==> src/rtl/acc_display_ctrl_if.sv <==
// Control/status bundle of the accumulator display: run/balance in, segments and flags out.
interface acc_display_ctrl_if #(
  parameter int BAL_W      = 4,
  parameter int NUM_DIGITS = 4
);
  logic                    run;
  logic [BAL_W-1:0]        balance;
  logic [7*NUM_DIGITS-1:0] seg;
  logic                    ovf;
  logic                    busy;

  modport master (output run, balance, input seg, ovf, busy);
  modport slave  (input run, balance, output seg, ovf, busy);
endinterface

==> src/rtl/acc_display_ctrl.sv <==
// Prescaled wrap/saturate accumulator, sequential double-dabble to BCD, active-low 7-seg drive.
// New total reaches seg ACC_W+3 cycles after acc is written; no backpressure, updates coalesce.
module acc_display_ctrl #(
  parameter int DIV        = 4,
  parameter int BAL_W      = 4,
  parameter int NUM_DIGITS = 4,
  parameter int MAX_VAL    = 9999,
  parameter int ACC_W      = 14,
  parameter int SAT_MODE   = 0,
  parameter int LZB        = 1
) (
  input  logic             clk,
  input  logic             reset,
  acc_display_ctrl_if.slave bus
);
  localparam int DIV_W = $clog2(DIV);
  localparam int CNT_W = $clog2(ACC_W);
  localparam int BCD_W = 4 * NUM_DIGITS;

  typedef enum logic [1:0] {IDLE, LOAD, SHIFT, UPDATE} state_t;

  state_t             state;
  state_t             state_nxt;
  logic [DIV_W-1:0]   div_cnt;
  logic               tick;
  logic               acc_evt;
  logic [ACC_W-1:0]   acc;
  logic [ACC_W:0]     sum;
  logic               over;
  logic               ovf;
  logic               dirty;
  logic [ACC_W-1:0]   shreg;
  logic [BCD_W-1:0]   bcd;
  logic [BCD_W-1:0]   bcd_adj;
  logic [BCD_W-1:0]   disp;
  logic [CNT_W-1:0]   bit_cnt;
  logic [7*NUM_DIGITS-1:0] seg_v;
  logic               hi_zero;

  function automatic logic [6:0] seg7(input logic [3:0] d);
    case (d)
      4'd0:    seg7 = 7'b1000000;
      4'd1:    seg7 = 7'b1111001;
      4'd2:    seg7 = 7'b0100100;
      4'd3:    seg7 = 7'b0110000;
      4'd4:    seg7 = 7'b0011001;
      4'd5:    seg7 = 7'b0010010;
      4'd6:    seg7 = 7'b0000010;
      4'd7:    seg7 = 7'b1111000;
      4'd8:    seg7 = 7'b0000000;
      4'd9:    seg7 = 7'b0010000;
      default: seg7 = 7'h7F;
    endcase
  endfunction

  assign tick    = (div_cnt == DIV_W'(DIV - 1));
  assign acc_evt = tick & bus.run;
  assign sum     = {1'b0, acc} + (ACC_W + 1)'(bus.balance);
  assign over    = (sum > (ACC_W + 1)'(MAX_VAL));

  always_ff @(posedge clk) begin
    if (reset) begin
      div_cnt <= '0;
    end else if (tick) begin
      div_cnt <= '0;
    end else begin
      div_cnt <= div_cnt + DIV_W'(1);
    end
  end

  always_ff @(posedge clk) begin
    if (reset) begin
      acc   <= '0;
      ovf   <= 1'b0;
      dirty <= 1'b0;
    end else begin
      if (acc_evt) begin
        if (!over)
          acc <= sum[ACC_W-1:0];
        else if (SAT_MODE != 0)
          acc <= ACC_W'(MAX_VAL);
        else
          acc <= ACC_W'(sum - (ACC_W + 1)'(MAX_VAL + 1));
      end
      if (SAT_MODE != 0)
        ovf <= ovf | (acc_evt & over);
      else
        ovf <= acc_evt & over;
      // A new event in the LOAD cycle must survive so it gets its own conversion
      if (acc_evt)
        dirty <= 1'b1;
      else if (state == LOAD)
        dirty <= 1'b0;
    end
  end

  always_ff @(posedge clk) begin
    if (reset)
      state <= IDLE;
    else
      state <= state_nxt;
  end

  always_comb begin
    state_nxt = state;
    case (state)
      IDLE:    if (dirty) state_nxt = LOAD;
      LOAD:    state_nxt = SHIFT;
      SHIFT:   if (bit_cnt == CNT_W'(ACC_W - 1)) state_nxt = UPDATE;
      UPDATE:  state_nxt = IDLE;
      default: state_nxt = IDLE;
    endcase
  end

  always_comb begin
    bcd_adj = bcd;
    for (int k = 0; k < NUM_DIGITS; k++) begin
      if (bcd[4*k +: 4] >= 4'd5)
        bcd_adj[4*k +: 4] = bcd[4*k +: 4] + 4'd3;
    end
  end

  always_ff @(posedge clk) begin
    if (reset) begin
      shreg   <= '0;
      bcd     <= '0;
      disp    <= '0;
      bit_cnt <= '0;
    end else begin
      case (state)
        LOAD: begin
          shreg   <= acc;
          bcd     <= '0;
          bit_cnt <= '0;
        end
        SHIFT: begin
          bcd     <= {bcd_adj[BCD_W-2:0], shreg[ACC_W-1]};
          shreg   <= {shreg[ACC_W-2:0], 1'b0};
          bit_cnt <= bit_cnt + CNT_W'(1);
        end
        UPDATE:  disp <= bcd;
        default: ;
      endcase
    end
  end

  // Walk from the most significant digit so blanking stops at the first nonzero
  always_comb begin
    seg_v   = '0;
    hi_zero = 1'b1;
    for (int k = NUM_DIGITS - 1; k >= 0; k--) begin
      hi_zero = hi_zero && (disp[4*k +: 4] == 4'd0);
      if ((LZB != 0) && (k > 0) && hi_zero)
        seg_v[7*k +: 7] = 7'h7F;
      else
        seg_v[7*k +: 7] = seg7(disp[4*k +: 4]);
    end
  end

  assign bus.seg  = seg_v;
  assign bus.ovf  = ovf;
  assign bus.busy = (state != IDLE);
endmodule
==> src/flat_wrapper.sv <==
// flat-port wrapper written by rule: the top's interface ports become plain ports
module acc_display_ctrl_flat 
#(
  parameter int DIV        = 4,
  parameter int BAL_W      = 4,
  parameter int NUM_DIGITS = 4,
  parameter int MAX_VAL    = 9999,
  parameter int ACC_W      = 14,
  parameter int SAT_MODE   = 0,
  parameter int LZB        = 1
)
  (clk, reset, bus_run, bus_balance, bus_seg, bus_ovf, bus_busy);
  acc_display_ctrl_if #(.BAL_W(BAL_W), .NUM_DIGITS(NUM_DIGITS)) bus_i ();
  input  logic clk;
  input  logic reset;
  input wire logic [$bits(bus_i.run)-1:0] bus_run;
  input wire logic [$bits(bus_i.balance)-1:0] bus_balance;
  output wire logic [$bits(bus_i.seg)-1:0] bus_seg;
  output wire logic [$bits(bus_i.ovf)-1:0] bus_ovf;
  output wire logic [$bits(bus_i.busy)-1:0] bus_busy;
  assign bus_i.run = bus_run;
  assign bus_i.balance = bus_balance;
  assign bus_seg = bus_i.seg;
  assign bus_ovf = bus_i.ovf;
  assign bus_busy = bus_i.busy;
  acc_display_ctrl #(.DIV(DIV), .BAL_W(BAL_W), .NUM_DIGITS(NUM_DIGITS), .MAX_VAL(MAX_VAL), .ACC_W(ACC_W), .SAT_MODE(SAT_MODE), .LZB(LZB)) u_core (.clk(clk), .reset(reset), .bus(bus_i));
endmodule
==> config.mk <==
export PLATFORM = sky130hd
export DESIGN_NAME = acc_display_ctrl_flat
export DESIGN_NICKNAME = d
export VERILOG_FILES = /design/src/rtl/acc_display_ctrl_if.sv /design/src/rtl/acc_display_ctrl.sv /design/src/flat_wrapper.sv
export SDC_FILE = /design/constraint.sdc
export NUM_CORES = 1
export LEC_CHECK = 0
export ABC_AREA = 1
export CAP_MARGIN = 10
export CORE_MARGIN = 10
export CORE_UTILIZATION = 31
export DETAILED_ROUTE_END_ITERATION = 8
export DONT_BUFFER_PORTS = 1
export RECOVER_POWER = 25
export SYNTH_ARGS = -nofsm -noshare
export SYNTH_HDL_FRONTEND = slang
export SYNTH_SLANG_ARGS = --single-unit
export TNS_END_PERCENT = 10
==> constraint.sdc <==
create_clock -name clk -period 5.76 [get_ports clk]
set_input_delay 1.152 -clock clk [delete_from_list [all_inputs] [get_ports clk]]
set_output_delay 1.152 -clock clk [all_outputs]
set_load 0.005 [all_outputs]
# Word level (Yosys, flattened, before mapping)

Memories as Yosys holds them, arrays and structs flattened. A register that Yosys moved wholly into a read port is not among the register bits.
Index checks and enable logic that the tools add are counted.

Eq/ne operators: 7
$lt $le $gt $ge: 5
Bitwise logic cells: 2
Reductions and logical operators: 11
Mux-type cells: 24
Shift operators: 0
Divide/modulo/power cells: 0
Add/sub/neg operators: 8
Multipliers: 0

Operators with widths:

| kind                                                               | count |
|---|---|
| two-way mux 4 bit                                                  | 11 |
| one-hot mux 16 bit (2 select lines)                                | 1 |
| one-hot mux 14 bit (2 select lines)                                | 1 |
| two-way mux 7 bit                                                  | 3 |
| greater-or-equal comparator 4 x 3 -> 1 bit (second input constant) | 4 |
| adder 14 x 4 -> 15 bit                                             | 1 |
| > comparator 15 x 14 -> 1 bit (second input constant)              | 1 |
| two-way mux 14 bit                                                 | 1 |
| subtractor 14 bit (second input constant)                          | 1 |
| adder 4 x 2 -> 4 bit (second input constant)                       | 3 |
| logical NOT 4 bit                                                  | 3 |
| one-hot mux 2 bit (4 select lines)                                 | 1 |
| one-hot mux 4 bit (2 select lines)                                 | 1 |
| == test 2 bit (second input constant)                              | 3 |
| nonzero test 2 bit                                                 | 3 |
| adder 4 x 1 -> 4 bit (second input constant)                       | 1 |
| == test 4 bit (second input constant)                              | 1 |
| two-way mux 2 bit                                                  | 2 |
| inequality test 2 x 1 -> 1 bit (second input constant)             | 2 |
| adder 3 x 2 -> 3 bit (second input constant)                       | 1 |
| two-way mux 3 bit                                                  | 1 |
| adder 2 x 1 -> 2 bit (second input constant)                       | 1 |
| bitwise AND 1 bit                                                  | 2 |
| == test 2 x 1 -> 1 bit (second input constant)                     | 1 |
| 5 further kinds                                                    | 7 |

Output and inout bits: 30
RAM bits: 0
Flip-flop bits (word level): 70
Bits in read-only memories: 448
Bits of input ports: 7
Bits in latches: 0
Memories kept: 4
Logic and storage cells: 70

Memory list:

| name             | depth | width | rd ports | clocked after memory_dff | wr ports | line                   | text |
|---|---|---|---|---|---|---|---|
| (name not given) | 16    | 7     | 1        | 1                        | 0        | acc_display_ctrl.sv:41 | `case (d)` |
| (name not given) | 16    | 7     | 1        | 1                        | 0        | acc_display_ctrl.sv:41 |  |
| (name not given) | 16    | 7     | 1        | 1                        | 0        | acc_display_ctrl.sv:41 |  |
| (name not given) | 16    | 7     | 1        | 1                        | 0        | acc_display_ctrl.sv:41 |  |

# Depth between registers and ports, before layout

Depth after elaboration: 4
Depth in mapped cells: 20
Mapped depth without buffers: 19

# Worst setup path before layout

Ideal clock, no wire load.

Kind: in2reg
Start: input bus_balance[0]
End: register u_core.acc[5]
Path buffers: 0
Data required time: 5628 ps
Setup slack: 2360 ps
Cell stages on the path: 17
Data arrival time: 3268 ps
Cells stage by stage: ha_1 -> inv_1 -> fa_1 -> inv_1 -> nand3_2 -> nand2_8 -> xor2_4 -> ha_1 -> inv_1 -> nor2_1 -> nand2_1 -> nor3_1 -> nand3b_2 -> nand2_4 -> nand2_1 -> nand3_1 -> a21oi_1

Word-level cells in the longest chain between the ends: 3

Ends and longest elaborated chain:

| item                                                               | line                                           | text |
|---|---|---|
| start: declaration                                                 | flat_wrapper.sv:17                             | `input wire logic [$bits(bus_i.balance)-1:0] bus_balance;` |
| adder 14 x 4 -> 15 bit *                                           | acc_display_ctrl.sv:58                         | `assign sum = {1'b0, acc} + (ACC_W + 1)'(bus.balance);` |
| subtractor 14 bit or > comparator 15 x 14 -> 1 bit (tied branches) | acc_display_ctrl.sv:83, acc_display_ctrl.sv:59 |  |
| two-way mux 14 bit *                                               | acc_display_ctrl.sv:78                         | `if (!over)` |
| end signal: assignment                                             | acc_display_ctrl.sv:79                         | `acc <= sum[ACC_W-1:0];` |
| end signal: assignment                                             | acc_display_ctrl.sv:81                         | `acc <= ACC_W'(MAX_VAL);` |
| end signal: assignment                                             | acc_display_ctrl.sv:83                         | `acc <= ACC_W'(sum - (ACC_W + 1)'(MAX_VAL + 1));` |
| end: declaration                                                   | acc_display_ctrl.sv:27                         | `logic [ACC_W-1:0] acc;` |

Mark *: on every way between the ends. The rest lies on a longest branch, timed or not.
A chain may end at the register's enable or synchronous reset.

# Final worst setup path

Same ends and word-level chain as after synthesis.

==> impl_metrics.py <==
metrics = {
    "logic_synthesis": {
        "synth_edf_count": 0,
        "syn_nets": 873,
        "synthTopCellsByArea": "dfxtp_1, nand2_1, ha_1",
        "yosysTopAreaCellShare": 0.3473,
        "yosys.area.top_type": "dfxtp_1",
        "ys_seq_area_frac": 0.3473,
        "ys_ff_latch": 98,
        "ys.flop_type": "dfxtp_1",
        "synthArstFlopShare": 0,
        "synth_cells": 823,
        "ys_types": 39,
        "syn_area_mm2": 0.005649,
        "yosys_warnings": 0,
        "avgSynthCellArea_um2": 6.864,
    },
    "critical_path": {
        "crit_chain": "ha_1 > inv_1 > fa_1 > inv_1 > nand3_2 > nand2_8 > xor2_4 > ha_1 > inv_1 > nor2_1 > nand2_1 > nor3_1 > nand3b_2 > nand2_4 > nand2_1 > nand3_1 > a21oi_1",
        "cp_common_cell": "inv_1",
        "path_class": "input pin to flip-flop",
        "crit_path_start": "bus_balance[0]",
        "worstPathArrival_ns": 3.51,
        "end_kind": "flip-flop",
        "slowest_stage": "fa_1",
        "max_stage_delay_ns": 0.39,
        "crit_buf_inv": 3,
        "critical-path-top-delay-family": "simple AND/OR/NAND/NOR gates",
        "crit_path_start_kind": "input pin",
        "r2r_start": "u_core.acc[0]",
        "reg2reg_to": "u_core.acc[5]",
        "cp_max_fo": 10,
        "cp_num_cells": 17,
        "crit_path_end": "u_core.acc[5]",
        "ff2ff_path_depth": 17,
        "worst_ep_required_time_ns": 6.00,
        "r2r_setup_slack_ns": 2.86,
    },
    "routing": {
        "detail_route.wl_per_cell_um": 11.65,
        "drtIter0Drc": 325,
        "drc_errors": 0,
        "wirelength_um": 12190,
        "ant_nets": 0,
        "viasPerCell": 4.666,
        "vias": 4881,
        "dr.pass1.iters": 4,
    },
    "timing": {
        "min_period_ns": 3.272,
        "clock.fmax_ghz": 0.3057,
        "finalCritPeriodShare": 0.5680,
        "slew_headroom": 0.5193,
        "setup_viol": 0,
        "tightest_slew_ns": 0.7210,
        "hold_viol": 0,
        "rsz0062_at_grt": "no",
        "finalMaxSlewViolations": 0,
        "finalSetupTns_ns": 0,
        "hold_ws_ns": 0.4300,
        "clock_skew_ns": 0.008287,
    },
    "place": {
        "port_buffers": 0,
        "gp_congestion": 0.8681,
        "hpwl_um": 8994,
    },
    "clock_tree": {
        "numCtsBuffers": 9,
        "cts_resized": 0,
        "cts_tree": "done",
        "cts_hold_buf": 0,
        "cts_buffer_depth": 2,
        "cts_setup_buffers": 0,
        "htreeDepth": 3,
        "insertion_delay_ns": 0.35,
        "cts_sinks": 98,
        "root_buffer": "clkbuf_16",
        "clk_pin_slew_worst_paths_ns": 0.07,
    },
    "final_layout": {
        "fin_nets": 862,
        "fin_util": 0.3442,
        "n_antenna_cell": 0,
        "area_growth_pct": 9.435,
        "drive_gt1_frac": 0.06365,
    },
    "hold_path": {
        "hp-class": "flip-flop to flip-flop",
        "worstHoldStart": "u_core.div_cnt[0]",
    },
    "die": {
        "coreArea_mm2": 0.01796,
        "fp.dieW_um": 155.0,
        "start_util": 0.3145,
        "rows": 49,
        "pin_count": 37,
        "die_area_mm2": 0.02402,
        "die_h_um": 155.0,
    },
    "global_routing": {
        "gr-total-overflow": 0,
        "grt_first_pass_wirelength_um": 21420,
        "antenna_found_initial": 0,
        "first_global_vias": 4623,
        "grt_max_degree": 57,
        "gr-usage-all-layers": 0.1045,
    },
    "power_and_ir_drop": {
        "ir_drop_mv": 0.2185,
        "p_leak_nw": 2.683,
        "powerDensity_mw_per_mm2": 320.7,
    },
    "run_status": {
        "status": "complete, no violations",
    },
    "job": {
        "cap_violations": 0,
    },
}
## worst min path at each step
stage                        endpoint  slack, ns  cells after the start
floorplan           u_core.div_cnt[0]       0.41                      1
global placement    u_core.div_cnt[0]       0.42                      1
detailed placement  u_core.div_cnt[0]       0.42                      1
CTS                 u_core.div_cnt[0]       0.43                      1
global route        u_core.div_cnt[0]       0.45                      1
finish              u_core.div_cnt[0]       0.43                      1
## report_power, final
group	total [W]	switching (W)	internal, W	leakage [nW]
registers	0.000788	0.0000298	0.000758	0.793
logic	0.000495	0.000354	0.000141	1.73
clock network	0.000700	0.000271	0.000428	0.165
total	0.00198	0.000655	0.00133	2.68
## cells by family after synthesis
family	Yosys count	synth area share
and+or+nand+nor	389	0.3130
buffers and inverters	159	0.1068
AOI/OAI and AO/OA	124	0.1176
DFF	98	0.3473
adders and majority gates	43	0.09657
xor gates and xnor gates	10	0.01883
## Yosys cell counts, types with 2 or more instances
cell,instances
buf_1,4
inv_1,132
o22ai_1,11
inv_2,4
a21oi_1,34
nand2_4,2
clkbuf_1,13
o21ai_0,69
or2_2,7
ha_1,42
nand3_1,66
nor2_2,5
nor2_4,2
xor2_1,8
nor2_1,83
dfxtp_1,98
nand2_1,161
or4_1,2
nand4_1,10
buf_2,5
o211ai_1,5
nor3_1,32
nand2_2,9
nand3_2,4
## layout by cell type, fill, tap and decap left out, types with 2 or more instances in the layout
cell type | synthesis | routed
nand2_1 | 161 | 161
inv_6 | 0 | 2
inv_1 | 132 | 132
or2_2 | 7 | 7
bufinv_16 | 0 | 3
o211ai_1 | 5 | 5
nor3_1 | 32 | 33
o22ai_1 | 11 | 11
or4_1 | 2 | 2
nand3_2 | 4 | 4
nand3_1 | 66 | 66
nor2_2 | 5 | 5
inv_2 | 4 | 4
o21ai_0 | 69 | 69
nand2_4 | 2 | 2
dfxtp_1 | 98 | 98
nor2_4 | 2 | 2
nand4_1 | 10 | 10
xor2_1 | 8 | 8
clkbuf_16 | 0 | 9
nand2_2 | 9 | 9
ha_1 | 42 | 42
clkbuf_1 | 13 | 2
nor2_1 | 83 | 83
a21oi_1 | 34 | 34
## per-layer routing
layer | track usage | share of wire | vias to the layer above
met5 | 0 | 0 | -
li1 | - | - | 2606
met4 | 0.04004 | 0.014 | 0
met1 | 0.1317 | 0.49 | 2208
met2 | 0.1702 | 0.45 | 57
met3 | 0.02233 | 0.037 | 10
## through the flow
stage	setup slack (ns)	total power (W)	instances	instance area (µm²)
2_1_floorplan	2.360	0.001203	823	5649
3_3_place_gp	2.178	0.001313	1030	5847
3_5_place_dp	2.124	0.001319	1030	5847
4_1_cts	2.398	0.002025	1046	6187
5_1_grt	2.199	0.002128	1046	6182
6_report	2.488	0.001982	1046	6182
## area by class of cell
| cell class | instances | area [µm²] |
|---|---|---|
| clock buffers | 11 | 232.7 |
| clock inverters | 5 | 107.6 |
| fillers | 1923 | 11780 |
| inverters | 137 | 514.2 |
| multi-input cells | 566 | 3079 |
| flip-flops and latches | 98 | 1962 |
| well taps | 229 | 286.5 |
No activity file was read; power rests on OpenSTA's default activity.
